**src/rtl/mem_arbiter_if.sv**
```systemverilog
// Bus bundle between the fetch/data requesters, the arbiter and the shared memory.
// slave = arbiter side, master = requester/memory side.
interface mem_arbiter_if #(
  parameter int DATA_WIDTH = 32
);
  logic                  if_req;
  logic [DATA_WIDTH-1:0] if_addr;
  logic                  if_gnt;
  logic                  if_rvalid;
  logic [DATA_WIDTH-1:0] if_rdata;

  logic                  dm_req;
  logic                  dm_we;
  logic [DATA_WIDTH-1:0] dm_addr;
  logic [DATA_WIDTH-1:0] dm_wdata;
  logic                  dm_gnt;
  logic                  dm_rvalid;
  logic [DATA_WIDTH-1:0] dm_rdata;

  logic                  mem_en;
  logic                  mem_we;
  logic [DATA_WIDTH-1:0] mem_addr;
  logic [DATA_WIDTH-1:0] mem_wdata;
  logic [DATA_WIDTH-1:0] mem_rdata;

  logic                  busy;

  modport slave (
    input  if_req, if_addr, dm_req, dm_we, dm_addr, dm_wdata, mem_rdata,
    output if_gnt, if_rvalid, if_rdata, dm_gnt, dm_rvalid, dm_rdata,
           mem_en, mem_we, mem_addr, mem_wdata, busy
  );

  modport master (
    output if_req, if_addr, dm_req, dm_we, dm_addr, dm_wdata, mem_rdata,
    input  if_gnt, if_rvalid, if_rdata, dm_gnt, dm_rvalid, dm_rdata,
           mem_en, mem_we, mem_addr, mem_wdata, busy
  );
endinterface

```
**src/rtl/mem_arbiter.sv**
```systemverilog
// Single-port memory arbiter: data accesses win over fetches, but a waiting fetch
// is forced through after MAX_DM_STREAK consecutive data grants.
module mem_arbiter #(
  parameter int DATA_WIDTH    = 32,
  parameter int MAX_DM_STREAK = 4
) (
  input  logic        clk,
  input  logic        rst,
  mem_arbiter_if.slave bus
);
  localparam int SW = $clog2(MAX_DM_STREAK + 1);
  localparam logic [SW-1:0] STREAK_MAX = SW'(MAX_DM_STREAK);

  localparam logic [1:0] IDLE  = 2'd0;
  localparam logic [1:0] IF_RD = 2'd1;
  localparam logic [1:0] DM_RD = 2'd2;

  logic [1:0]            r_state;
  logic [SW-1:0]         r_streak;

  logic                  w_if_force;
  logic                  w_if_gnt;
  logic                  w_dm_gnt;
  logic [DATA_WIDTH-1:0] w_mem_addr;
  logic [DATA_WIDTH-1:0] w_mem_wdata;
  logic                  w_if_rvalid;
  logic                  w_dm_rvalid;

  // Grants are gated by rst so every output is low while reset is held.
  assign w_if_force = bus.if_req && (r_streak == STREAK_MAX);
  assign w_dm_gnt   = rst && bus.dm_req && !w_if_force;
  assign w_if_gnt   = rst && bus.if_req && !w_dm_gnt;

  always_comb begin
    w_mem_addr  = '0;
    w_mem_wdata = '0;
    if (w_if_gnt) begin
      w_mem_addr = bus.if_addr;
    end else if (w_dm_gnt) begin
      w_mem_addr = bus.dm_addr;
      if (bus.dm_we) w_mem_wdata = bus.dm_wdata;
    end
  end

  assign bus.if_gnt    = w_if_gnt;
  assign bus.dm_gnt    = w_dm_gnt;
  assign bus.mem_en    = w_if_gnt || w_dm_gnt;
  assign bus.mem_we    = w_dm_gnt && bus.dm_we;
  assign bus.mem_addr  = w_mem_addr;
  assign bus.mem_wdata = w_mem_wdata;

  assign w_if_rvalid   = (r_state == IF_RD);
  assign w_dm_rvalid   = (r_state == DM_RD);
  assign bus.if_rvalid = w_if_rvalid;
  assign bus.dm_rvalid = w_dm_rvalid;
  assign bus.if_rdata  = w_if_rvalid ? bus.mem_rdata : '0;
  assign bus.dm_rdata  = w_dm_rvalid ? bus.mem_rdata : '0;
  assign bus.busy      = (r_state != IDLE);

  // State only records whose read response lands next cycle; reset drops it.
  always_ff @(posedge clk or negedge rst) begin
    if (!rst) begin
      r_state <= IDLE;
    end else if (w_if_gnt) begin
      r_state <= IF_RD;
    end else if (w_dm_gnt && !bus.dm_we) begin
      r_state <= DM_RD;
    end else begin
      r_state <= IDLE;
    end
  end

  always_ff @(posedge clk or negedge rst) begin
    if (!rst) begin
      r_streak <= '0;
    end else if (!bus.if_req || w_if_gnt) begin
      r_streak <= '0;
    end else if (w_dm_gnt && (r_streak != STREAK_MAX)) begin
      r_streak <= r_streak + SW'(1);
    end
  end
endmodule
```
**src/flat_wrapper.sv**
```systemverilog
// flat-port wrapper written by rule: the top's interface ports become plain ports
module mem_arbiter_flat 
#(
  parameter int DATA_WIDTH    = 32,
  parameter int MAX_DM_STREAK = 4
)
  (clk, rst, bus_if_req, bus_if_addr, bus_dm_req, bus_dm_we, bus_dm_addr, bus_dm_wdata, bus_mem_rdata, bus_if_gnt, bus_if_rvalid, bus_if_rdata, bus_dm_gnt, bus_dm_rvalid, bus_dm_rdata, bus_mem_en, bus_mem_we, bus_mem_addr, bus_mem_wdata, bus_busy);
  mem_arbiter_if #(.DATA_WIDTH(DATA_WIDTH)) bus_i ();
  input  logic clk;
  input  logic rst;
  input wire logic [$bits(bus_i.if_req)-1:0] bus_if_req;
  input wire logic [$bits(bus_i.if_addr)-1:0] bus_if_addr;
  input wire logic [$bits(bus_i.dm_req)-1:0] bus_dm_req;
  input wire logic [$bits(bus_i.dm_we)-1:0] bus_dm_we;
  input wire logic [$bits(bus_i.dm_addr)-1:0] bus_dm_addr;
  input wire logic [$bits(bus_i.dm_wdata)-1:0] bus_dm_wdata;
  input wire logic [$bits(bus_i.mem_rdata)-1:0] bus_mem_rdata;
  output wire logic [$bits(bus_i.if_gnt)-1:0] bus_if_gnt;
  output wire logic [$bits(bus_i.if_rvalid)-1:0] bus_if_rvalid;
  output wire logic [$bits(bus_i.if_rdata)-1:0] bus_if_rdata;
  output wire logic [$bits(bus_i.dm_gnt)-1:0] bus_dm_gnt;
  output wire logic [$bits(bus_i.dm_rvalid)-1:0] bus_dm_rvalid;
  output wire logic [$bits(bus_i.dm_rdata)-1:0] bus_dm_rdata;
  output wire logic [$bits(bus_i.mem_en)-1:0] bus_mem_en;
  output wire logic [$bits(bus_i.mem_we)-1:0] bus_mem_we;
  output wire logic [$bits(bus_i.mem_addr)-1:0] bus_mem_addr;
  output wire logic [$bits(bus_i.mem_wdata)-1:0] bus_mem_wdata;
  output wire logic [$bits(bus_i.busy)-1:0] bus_busy;
  assign bus_i.if_req = bus_if_req;
  assign bus_i.if_addr = bus_if_addr;
  assign bus_i.dm_req = bus_dm_req;
  assign bus_i.dm_we = bus_dm_we;
  assign bus_i.dm_addr = bus_dm_addr;
  assign bus_i.dm_wdata = bus_dm_wdata;
  assign bus_i.mem_rdata = bus_mem_rdata;
  assign bus_if_gnt = bus_i.if_gnt;
  assign bus_if_rvalid = bus_i.if_rvalid;
  assign bus_if_rdata = bus_i.if_rdata;
  assign bus_dm_gnt = bus_i.dm_gnt;
  assign bus_dm_rvalid = bus_i.dm_rvalid;
  assign bus_dm_rdata = bus_i.dm_rdata;
  assign bus_mem_en = bus_i.mem_en;
  assign bus_mem_we = bus_i.mem_we;
  assign bus_mem_addr = bus_i.mem_addr;
  assign bus_mem_wdata = bus_i.mem_wdata;
  assign bus_busy = bus_i.busy;
  mem_arbiter #(.DATA_WIDTH(DATA_WIDTH), .MAX_DM_STREAK(MAX_DM_STREAK)) u_core (.clk(clk), .rst(rst), .bus(bus_i));
endmodule
```
**config.mk**
```make
export PLATFORM = sky130hd
export DESIGN_NAME = mem_arbiter_flat
export DESIGN_NICKNAME = d
export VERILOG_FILES = /design/src/rtl/mem_arbiter_if.sv /design/src/rtl/mem_arbiter.sv /design/src/flat_wrapper.sv
export SDC_FILE = /design/constraint.sdc
export NUM_CORES = 1
export LEC_CHECK = 0
export BUFFER_PORTS_ARGS = -buffer_cell sky130_fd_sc_hd__buf_2
export CORE_AREA = 2 2 103 105
export CTS_CLUSTER_DIAMETER = 60
export DETAILED_ROUTE_END_ITERATION = 12
export DIE_AREA = 0 0 105 107
export GPL_TIMING_DRIVEN = 0
export SKIP_CTS_REPAIR_TIMING = 1
export SLEW_MARGIN = 10
export SYNTH_ARGS = -nofsm -noshare
export SYNTH_HDL_FRONTEND = slang
export SYNTH_SLANG_ARGS = --single-unit
export TNS_END_PERCENT = 10
```
**constraint.sdc**
```tcl
create_clock -name clk -period 3.5 [get_ports clk]
set_clock_uncertainty 0.15 [all_clocks]
set_input_delay 0.7 -clock clk [delete_from_list [all_inputs] [get_ports clk]]
set_output_delay 0.7 -clock clk [all_outputs]
set_load 0.02 [all_outputs]
```
# ---- Word level (Yosys, flattened, before mapping)
# Index checks and enable logic that the tools add are counted.
dict set report totals {
  regBits 5
  in_bits 133
  wordCells 34
}
dict set report op_classes {
  add_sub_neg 1
  eq_ne 4
  mux 11
  n_reduce_logical 16
}
# operator count
set op_table {}
lappend op_table {{2-to-1 mux 32 bit} 7}
lappend op_table {{logical AND 1 bit} 8}
lappend op_table {{2-to-1 mux 3 bit} 2}
lappend op_table {{logical NOT 1 bit} 4}
lappend op_table {{2-to-1 mux 2 bit} 2}
lappend op_table {{nonzero test 2 bit} 2}
lappend op_table {{adder 3 x 1 -> 3 bit, second input constant} 1}
lappend op_table {{equality test 3 bit, second input constant} 1}
lappend op_table {{!= test 3 bit, second input constant} 1}
lappend op_table {{equality test 2 x 1 -> 1 bit, second input constant} 1}
lappend op_table {{equality test 2 bit, second input constant} 1}
lappend op_table {{logical OR 1 bit} 2}

# ---- Longest topological paths before layout
# Gate-level depths: netlist of run 1.
dict set report logic_depth {
  ltp_word 8
  ltp_mapped 6
  mapped_depth_nobuf 5
}

# ---- Worst setup path before layout of run 1
# OpenSTA, ideal clock, no wires.
dict set report synth_timing {
  path_type {input to output}
  from {in bus_dm_req}
  to {out bus_mem_addr[22]}
  t_arrival_ns 1.548
  t_required_ns 2.650
  setup_slack_ns 1.102
  stages 4
  path_buffers 1
  cell_sequence {a21boi_2 -> nor2_2 -> buf_6 -> a22o_1}
}
dict set report synth_between {
  elab_chain_len 5
  word_cells_on_any_way 6
  cone_classes {2 x mux; 4 x reduce/logical}
}
# item line_no
set synth_lines {}
lappend synth_lines {{start, declared} flat_wrapper.sv:13} ;# input wire logic [$bits(bus_i.dm_req)-1:0] bus_dm_req;
lappend synth_lines {{logical AND 1 bit (2 in series)} mem_arbiter.sv:31} ;# assign w_dm_gnt = rst && bus.dm_req && !w_if_force;
lappend synth_lines {{logical NOT 1 bit} mem_arbiter.sv:32} ;# assign w_if_gnt = rst && bus.if_req && !w_dm_gnt;
lappend synth_lines {{logical AND 1 bit} mem_arbiter.sv:32}
lappend synth_lines {{via bus_if_gnt} flat_wrapper.sv:18} ;# output wire logic [$bits(bus_i.if_gnt)-1:0] bus_if_gnt;
lappend synth_lines {{2-to-1 mux 32 bit} mem_arbiter.sv:37} ;# if (w_if_gnt) begin
lappend synth_lines {{end, declared} flat_wrapper.sv:26} ;# output wire logic [$bits(bus_i.mem_addr)-1:0] bus_mem_addr;
# The timed path passes the listed nets, and every way through them passes these cells.

# ---- Worst setup path after layout of run 1
dict set report layout_timing {
  from {reg u_core.r_streak[0]}
  to {out bus_mem_addr[22]}
}
dict set report layout_between {
  elab_chain_len 7
  word_cells_on_any_way 8
  cone_classes {1 x eq/ne; 2 x mux; 5 x reduce/logical}
}
# item line_no
set layout_lines {}
lappend layout_lines {{start, declared} mem_arbiter.sv:19} ;# logic [SW-1:0] r_streak;
lappend layout_lines {{start signal, assigned} mem_arbiter.sv:79} ;# r_streak <= r_streak + SW'(1);
lappend layout_lines {{equality test 3 bit (*)} mem_arbiter.sv:30} ;# assign w_if_force = bus.if_req && (r_streak == STREAK_MAX);
lappend layout_lines {{logical AND 1 bit (*)} mem_arbiter.sv:30}
lappend layout_lines {{logical NOT 1 bit (*)} mem_arbiter.sv:31}
lappend layout_lines {{logical AND 1 bit (*)} mem_arbiter.sv:31}
lappend layout_lines {{logical NOT 1 bit} mem_arbiter.sv:32}
lappend layout_lines {{logical AND 1 bit} mem_arbiter.sv:32}
lappend layout_lines {{2-to-1 mux 32 bit (*)} mem_arbiter.sv:37}
# Mark *: on every way between the ends. The rest lies on a longest branch, timed or not.

==> flow_summary.yaml, run 1 <==
power_and_ir_drop:
  ir_worst_vdd_mv: 0.128
  finalPower_mw: 0.465
  p_leak_nw: 1.96
  power.density_nw_per_um2: 162
setup_path:
  cp_cell_sequence: "inv_1 -> ha_1 -> a21boi_2 -> nor2_2 -> buf_6 -> a22o_1 -> buf_2"
  slowest_delay_ns: 0.39
  critPathCaptureType: "primary output"
  ff2ff_setup_slack_ns: 1.84
  crit_family: "buffers and inverters"
  crit_type: "reg2out"
  start_kind: "flip-flop"
  cp.arrival_ns: 1.99
  cp.buffers_inverters: 3
  cp_max_fo: 11
  required_ns: 2.65
  worst_path_max_delay_cell: "dfrtp_1"
cells_and_area:
  fill_cells: 1131
  multiInputGateArea_um2: 1060
  synthToLayoutAreaGrowth_pct: 117
  final_cell_mix: "268 x buf_2, 65 x and2_1, 32 x and3_1, 32 x a22o_1, 10 x clkbuf_1"
  nets: 585
  antenna_cells: 0
  seqCellArea_um2: 125
  mostFrequentLayoutCell: "buf_2"
  stdcell_count: 585
  drive_gt1_share_pct: 63.5
detailed_routing:
  wirelength_um: 7790
  vias: 2421
  avgRoutedWirePerCell_um: 13.3
  dr.pass1.iters: 4
  avgViaCountPerCell: 4.14
  drc: 0
  ant_nets: 0
  first_iter_violations: 117
global_routing:
  first_global_vias: 2218
  grt_use_total_pct: 12.1
  use_met1_pct: 13.5
  busiest_layer: "met2"
  grt_overflow: 0
  grt_util_met3_pct: 1.52
  antenna_found_initial: 0
  grt_pass1_wl_um: 11000
  grt_start_max_net_pins: 14
  met2_usage_pct: 24.5
floorplanning:
  die_y_um: 107
  core-area_um2: 10100
  rows: 37
  dieArea_um2: 11200
  die_x_um: 105
  io_pins: 268
  start_util_pct: 13.1
sta:
  grt_setup_unrepaired: "false"
  worst_slew_pin_slew_ns: 0.508
  hold_violations: 0
  slew_headroom_pct: 66.1
  fin_crit_sh_pct: 81.2
  setup_tns_ns: 0
  max_freq_ghz: 0.352
  drv_slew: 0
  setup_ws_ns: 0.659
  finalSetupViolCount: 0
  fin_crit_ns: 2.84
clock_network:
  cts_sinks: 5
  clkTransAtPathRegs_ns: 0.03
  insertion_delay_ns: 0.22
  tritoncts: "built"
  cts-root-buf: "clkbuf_8"
  cts_max_level: 1
  cts-buffers-inserted: 3
  cts_max_path_buffers: 2
min_path:
  worstHoldPathType: "in2async"
place:
  io_buffer_count: 267
  dp_cells: 581
  globalplace.congestion: 0.767
  dp_slack_ns: 0.643
  hpwl_um: 6840
yosys:
  ys_ff_latch: 5
  synthTopCellsByArea: "and2_1 31%, a22o_1 21%, and3_1 15%"
  synth_area_um2: 1320
  yosys.area.top_type: "and2_1"
  netlist_instances: 178
  seq_area_frac_synth_pct: 9.45
  syn_area_per_cell_um2: 7.44
  ys_warn_count: 0
  synthDistinctLibCells: 25
  synth_top_area_share_pct: 30.7
  syn_nets: 313
run:
  drv_cap: 0
outcome:
  status: "finished, final reports clean"
[worst paths after layout]
| kind | cells past startpoint | startpoint | endpoint |
|---|---|---|---|
| max in group asynchronous | 1 | rst | u_core.r_streak[2]$_DFFE_PN0P_ |
| min in group clk | 2 | u_core.r_streak[0]$_DFFE_PN0P_ | u_core.r_streak[0]$_DFFE_PN0P_ |
| setup / recovery | 7 | u_core.r_streak[0]$_DFFE_PN0P_ | bus_mem_addr[22] |
| hold / removal | 1 | rst | u_core.r_streak[0]$_DFFE_PN0P_ |
| hold reg to reg | 2 | u_core.r_streak[0]$_DFFE_PN0P_ | u_core.r_streak[0]$_DFFE_PN0P_ |
| setup reg to reg | 5 | u_core.r_streak[0]$_DFFE_PN0P_ | u_core.r_state[0]$_DFF_PN0_ |
[report_power, final]
group          switching [mW]  leakage [nW]  internal, mW
combinational           0.166          1.87         0.133
sequential            0.00120        0.0682        0.0599
clock                  0.0277        0.0228        0.0781
total                   0.194          1.96         0.271
[sequential cells by signal, indices dropped and copies added (netlist names)]
register / flops
u_core.r_streak: 3
u_core.r_state: 2
[cell families after synthesis]
family                     count (synthesis)  synth area share [%]
and+or+nand+nor                          112                  52.5
AOI/OAI and AO/OA                         38                  26.0
buffers and inverters                     21                  10.2
DFF                                        5                  9.45
adders and majority gates                  2                  1.89
[cell type report]
class                   instances  area share, %
well taps                     136           5.92
flip-flops and latches          5           4.35
plain buffers                  19           4.44
inverters                       2          0.261
multi-input cells             152           37.0
repair buffers                267           46.5
clock buffers                   4           1.57
[per-stage QoR]
step / util (%) / cell area [um^2] / hold WS [ns]
6_report: 28.5 / 2880 / 0.187
4_1_cts: 28.5 / 2880 / 0.188
3_5_place_dp: 28.0 / 2830 / 0.419
2_1_floorplan: - / 1320 / 0.254
3_3_place_gp: 28.0 / 2830 / 0.404
5_1_grt: 28.5 / 2880 / 0.196
[cells in the mapped netlist (all sizes together)]
library cell	number
and3	32
clkbuf	11
a31oi	1
a22o	32
nor2	1
a21boi	3
nand2b	2
ha	2
and2	65
buf	8
o21a	1
nor3b	1
nand3	2
nand2	3
inv	2
or2	1
dfrtp	5
o31a	1
nor3	1
and2b	1
nor2b	3
[metal layers]
| metal | share of wire, % | up-vias |
|---|---|---|
| li1 | - | 1169 |
| met1 | 37 | 1101 |
| met2 | 54 | 151 |
| met3 | 8.5 | 0 |
| met4 | 0 | 0 |
| met5 | 0 | - |
Power figures use the tool's default switching activity.
==> run 2: changes to the inputs <==
--- a/config.mk
+++ b/config.mk
@@ -6,10 +6,10 @@
 export NUM_CORES = 1
 export LEC_CHECK = 0
 export BUFFER_PORTS_ARGS = -buffer_cell sky130_fd_sc_hd__buf_2
-export CORE_AREA = 2 2 103 105
+export CORE_AREA = 2 2 104 106
 export CTS_CLUSTER_DIAMETER = 60
 export DETAILED_ROUTE_END_ITERATION = 12
-export DIE_AREA = 0 0 105 107
+export DIE_AREA = 0 0 106 108
 export GPL_TIMING_DRIVEN = 0
 export SKIP_CTS_REPAIR_TIMING = 1
 export SLEW_MARGIN = 10
==> constraint.sdc (replaced) <==
create_clock -name clk -period 2.7 [get_ports clk]
set_clock_uncertainty 0.15 [all_clocks]
set_input_delay 0.54 -clock clk [delete_from_list [all_inputs] [get_ports clk]]
set_output_delay 0.54 -clock clk [all_outputs]
set_load 0.02 [all_outputs]
==> run 2 against run 1 <==
Compared with the run above:
- count of clock-buffer cells in the layout is the same
- register-to-register slack worse by 0.81 ns
- sequential power up 30%
- core utilization is 0.29 points lower
- global-route usage rose by 1.4 points
- via count is 0.62% higher
- combinational power increased by 31%
- non-clock buffer count is the same
- worst hold slack got worse by 0.16 ns
- cell area grew 0.35%
- critical endpoint is now bus_mem_addr[9]
==> flow_summary.yaml, run 2 (synthesis gave the netlist of run 1 again) <==
outcome:
  status: "finished, final reports clean"
setup_path:
  crit_type: "reg2out"
  worst_path_max_delay_cell: "dfrtp_1"
  cp.arrival_ns: 1.86
  cp_max_fo: 10
  start_kind: "flip-flop"
  required_ns: 2.01
  critPathCaptureType: "primary output"
  cp_cell_sequence: "inv_1 -> ha_1 -> a21boi_2 -> nor2_4 -> buf_6 -> a22o_1 -> buf_2"
  slowest_delay_ns: 0.37
global_routing:
  use_met1_pct: 16.3
  antenna_found_initial: 2
  grt_overflow: 0
  met2_usage_pct: 24.7
  busiest_layer: "met2"
  grt_use_total_pct: 13.5
  grt_util_met3_pct: 2.89
  grt_start_max_net_pins: 14
  grt_pass1_wl_um: 11900
  first_global_vias: 2259
clock_network:
  cts_max_level: 1
  tritoncts: "built"
  cts_sinks: 5
  insertion_delay_ns: 0.22
  cts-buffers-inserted: 3
  cts-root-buf: "clkbuf_8"
  clkTransAtPathRegs_ns: 0.04
  cts_max_path_buffers: 2
power_and_ir_drop:
  power.density_nw_per_um2: 211
  seqPwrFrac_pct: 13.0
  netSwitchingPower_mw: 0.256
  ir_worst_vdd_mv: 0.107
  p_comb_share_pct: 64.1
  p_leak_nw: 1.96
  internal-power_mw: 0.351
  swShare_pct: 42.2
  finalPower_mw: 0.608
  clockPowerShare_pct: 22.8
cells_and_area:
  largest_register_ffs: 3
  final_cell_mix: "268 x buf_2, 65 x and2_1, 32 x and3_1, 32 x a22o_1, 10 x clkbuf_1"
  final_core_util_pct: 28.2
  final_area_um2: 2890
  mostFrequentLayoutCell: "buf_2"
  synthToLayoutAreaGrowth_pct: 118
  drive_gt1_share_pct: 63.5
  regMostFlops: "u_core.r_streak"
  stdcell_count: 587
  reg_top3: "u_core.r_streak (3), u_core.r_state (2)"
  nets: 585
floorplanning:
  dieArea_um2: 11400
  rows: 37
  start_util_pct: 12.9
  io_pins: 268
  die_y_um: 108
  die_x_um: 106
  core-area_um2: 10200
detailed_routing:
  dr.pass1.iters: 4
  avgRoutedWirePerCell_um: 14.7
  first_iter_violations: 121
  avgViaCountPerCell: 4.15
  wirelength_um: 8620
  vias: 2436
  drc: 0
  ant_nets: 0
run:
  drv_cap: 0
sta:
  slew_headroom_pct: 72.7
  drv_slew: 0
  fin_crit_ns: 2.55
  fin_crit_sh_pct: 94.4
  hold_violations: 0
  grt_setup_unrepaired: "false"
  finalSetupViolCount: 0
  setup_ws_ns: 0.151
  max_freq_ghz: 0.392
  worst_slew_pin_slew_ns: 0.409
place:
  hpwl_um: 7810
  globalplace.congestion: 0.778
  dp_cells: 581
  io_buffer_count: 267
  placed_cell_area_um2: 2830
  dp_slack_ns: 0.207
min_path:
  worstHoldPathType: "in2async"
## run 2: cell types whose count changed in the layout (fill, tap and decap cells not counted)
cell / before / now
diode_2: 0 / 2
nor2_2: 1 / 0
nor2_4: 0 / 1
## run 2: power by group through the flow
| stage | clock (mW) | sequential, mW | combinational [mW] |
|---|---|---|---|
| 2_1_floorplan | 0 | 0.0798 | 0.196 |
| 3_3_place_gp | 0 | 0.0801 | 0.387 |
| 3_5_place_dp | 0 | 0.0802 | 0.392 |
| 4_1_cts | 0.143 | 0.0793 | 0.393 |
| 5_1_grt | 0.148 | 0.0794 | 0.422 |
| 6_report | 0.139 | 0.0793 | 0.390 |
## run 2: final timing paths
| path | startpoint | end | slack [ns] | depth (start not counted) |
|---|---|---|---|---|
| min in group clk | u_core.r_streak[0]$_DFFE_PN0P_ | u_core.r_streak[0]$_DFFE_PN0P_ | 0.43 | 2 |
| max in group asynchronous | rst | u_core.r_streak[2]$_DFFE_PN0P_ | 2.18 | 1 |
| min reg2reg | u_core.r_streak[0]$_DFFE_PN0P_ | u_core.r_streak[0]$_DFFE_PN0P_ | 0.43 | 2 |
| min | rst | u_core.r_streak[0]$_DFFE_PN0P_ | 0.03 | 1 |
| max | u_core.r_streak[0]$_DFFE_PN0P_ | bus_mem_addr[9] | 0.15 | 7 |
| max reg2reg | u_core.r_streak[0]$_DFFE_PN0P_ | u_core.r_state[1]$_DFF_PN0_ | 1.03 | 6 |
## run 2: layout make-up
class | count | area (um^2)
fillers | 1162 | 7350
inverters | 2 | 7.51
repair buffers | 267 | 1340
well taps | 136 | 170
diodes | 2 | 5.00
clock buffers | 4 | 45.0
flip-flops and latches | 5 | 125
multi-input cells | 152 | 1070
plain buffers | 19 | 128
## run 2: through the flow
stage / hold slack [ns] / setup TNS [ns]
floorplan: 0.0944 / 0
global placement: 0.257 / 0
CTS: 0.0264 / -0.000689
detailed placement: 0.261 / 0
global route: 0.0430 / 0
finish: 0.0264 / 0
## run 2: critical path, delay by kind of cell, from the launching register on
kind / cells / cell delay [ns]
compound gates: 2 / 0.50
buf+inv: 3 / 0.38
flops: 1 / 0.37
fa+ha+maj: 1 / 0.27
simple gates: 1 / 0.11
## run 2: per-layer routing
| metal | vias to the layer above | wire, um |
|---|---|---|
| met2 | 168 | 4340 |
| met1 | 1095 | 3390 |
| met5 | - | 0 |
| met4 | 0 | 29 |
| li1 | 1169 | - |
| met3 | 4 | 858 |
==> run 3: changes to the inputs <==
==> constraint.sdc (replaced) <==
create_clock -name clk -period 2.7 [get_ports clk]
set_clock_uncertainty 0.15 [all_clocks]
set_input_delay 0.27 -clock clk [delete_from_list [all_inputs] [get_ports clk]]
set_output_delay 0.27 -clock clk [all_outputs]
set_load 0.02 [all_outputs]
==> run 3 against run 2 <==
Compared with the run above:
- non-clock buffer count is 1 higher
- sequential share of layout area about the same
- worst setup slack improved by 0.098 ns
- largest cell class unchanged
- highest routed layer unchanged
==> flow_summary.yaml, run 3 (synthesis gave the netlist of run 1 again) <==
clock_network:
  cts_max_level: 1
  cts_max_path_buffers: 2
  cts_sinks: 5
  cts-root-buf: "clkbuf_8"
  tritoncts: "built"
  cts-buffers-inserted: 3
  insertion_delay_ns: 0.22
  clkTransAtPathRegs_ns: 0.04
sta:
  drv_slew: 0
  fin_crit_sh_pct: 90.8
  setup_tns_ns: 0
  grt_setup_unrepaired: "false"
  max_freq_ghz: 0.408
  worst_slew_pin_slew_ns: 0.410
  hold_violations: 0
  finalSetupViolCount: 0
  slew_headroom_pct: 72.6
  fin_crit_ns: 2.45
cells_and_area:
  reg_top3: "u_core.r_streak (3), u_core.r_state (2)"
  mostFrequentLayoutCell: "buf_2"
  nets: 586
  fill_cells: 1162
  regMostFlops: "u_core.r_streak"
  drive_gt1_share_pct: 63.3
  final_cell_mix: "268 x buf_2, 65 x and2_1, 32 x and3_1, 32 x a22o_1, 10 x clkbuf_1"
  synthToLayoutAreaGrowth_pct: 118
  largest_register_ffs: 3
outcome:
  status: "finished, final reports clean"
setup_path:
  critPathCaptureType: "primary output"
  ff2ff_setup_slack_ns: 1.04
  reg2reg_depth: 6
  cp.arrival_ns: 2.03
  crit_type: "in2out"
  cp_max_fo: 13
  start_kind: "input pin"
  required_ns: 2.28
power_and_ir_drop:
  swShare_pct: 42.3
  p_comb_share_pct: 63.9
  finalPower_mw: 0.610
  clockPowerShare_pct: 23.1
  power.density_nw_per_um2: 211
  netSwitchingPower_mw: 0.258
  ir_worst_vdd_mv: 0.108
  p_leak_nw: 1.96
  seqPwrFrac_pct: 13.0
  internal-power_mw: 0.352
global_routing:
  grt_use_total_pct: 13.5
  grt_pass1_wl_um: 11900
  antenna_found_initial: 2
  grt_start_max_net_pins: 14
  grt_overflow: 0
  first_global_vias: 2259
place:
  io_buffer_count: 267
  globalplace.congestion: 0.778
  hpwl_um: 7810
min_path:
  hold_depth: 2
  worstHoldPathType: "in2reg"
floorplanning:
  rows: 37
  start_util_pct: 12.9
  die_y_um: 108
  core-area_um2: 10200
  die_x_um: 106
  io_pins: 268
  dieArea_um2: 11400
detailed_routing:
  ant_nets: 0
  avgViaCountPerCell: 4.15
  avgRoutedWirePerCell_um: 14.7
  wirelength_um: 8640
  drc: 0
  dr.pass1.iters: 4
  first_iter_violations: 128
  vias: 2441
run:
  drv_cap: 0
## run 3: layout make-up
class / instances / area, um^2 / area share, %
inverter: 2 / 7.51 / 0.260
clock buffer: 4 / 45.0 / 1.56
antenna: 2 / 5.00 / 0.173
timing repair buffer: 268 / 1350 / 46.6
multi-input combinational: 152 / 1060 / 36.8
sequential: 5 / 125 / 4.33
tap: 136 / 170 / 5.89
buffer: 19 / 128 / 4.42
## run 3: path summary, 6_finish.rpt
check / from / to
worst min-delay path: bus_if_req / u_core.r_streak[2]$_DFFE_PN0P_
min in group asynchronous: rst / u_core.r_state[1]$_DFF_PN0_
max in group asynchronous: rst / u_core.r_streak[1]$_DFFE_PN0P_
worst max register to register: u_core.r_streak[0]$_DFFE_PN0P_ / u_core.r_state[1]$_DFF_PN0_
worst min register to register: u_core.r_streak[0]$_DFFE_PN0P_ / u_core.r_streak[0]$_DFFE_PN0P_
worst max-delay path: rst / bus_mem_addr[30]
## run 3: metal layers
layer / up-vias / GRT usage, % / wire, um
met5: - / 0 / 0
met4: 0 / 2.26 / 32
met3: 4 / 2.89 / 864
met2: 167 / 24.7 / 4320
met1: 1099 / 16.3 / 3420
li1: 1171 / - / -
## run 3: metrics by stage
stage                     utilization, %  hold WS (ns)  instance area (um^2)  cells  setup WS (ns)
after global placement              27.7       -0.0134                  2830    581          0.542
after detailed placement            27.7      -0.00869                  2830    581          0.519
final                               28.2         0.199                  2890    588          0.249
after global routing                28.2         0.207                  2890    587         0.0698
after floorplan                        -        -0.176                  1320    178          0.817
after CTS                           28.1        -0.244                  2880    585          0.269
## run 3: critical path: stages
cell and delay, ns:
dlygate4sd3_1 0.52, buf_2 0.25, nand2_2 0.11, a31oi_4 0.22, buf_6 0.18, buf_6 0.15, a22o_1 0.12, buf_2 0.19
## run 3: power groups by stage
stage | Sequential, mW | Combinational [mW] | Clock, mW
CTS | 0.0793 | 0.393 | 0.143
finish | 0.0793 | 0.390 | 0.141
global route | 0.0794 | 0.422 | 0.148
global placement | 0.0801 | 0.387 | 0
detailed placement | 0.0802 | 0.392 | 0
floorplan | 0.0798 | 0.196 | 0
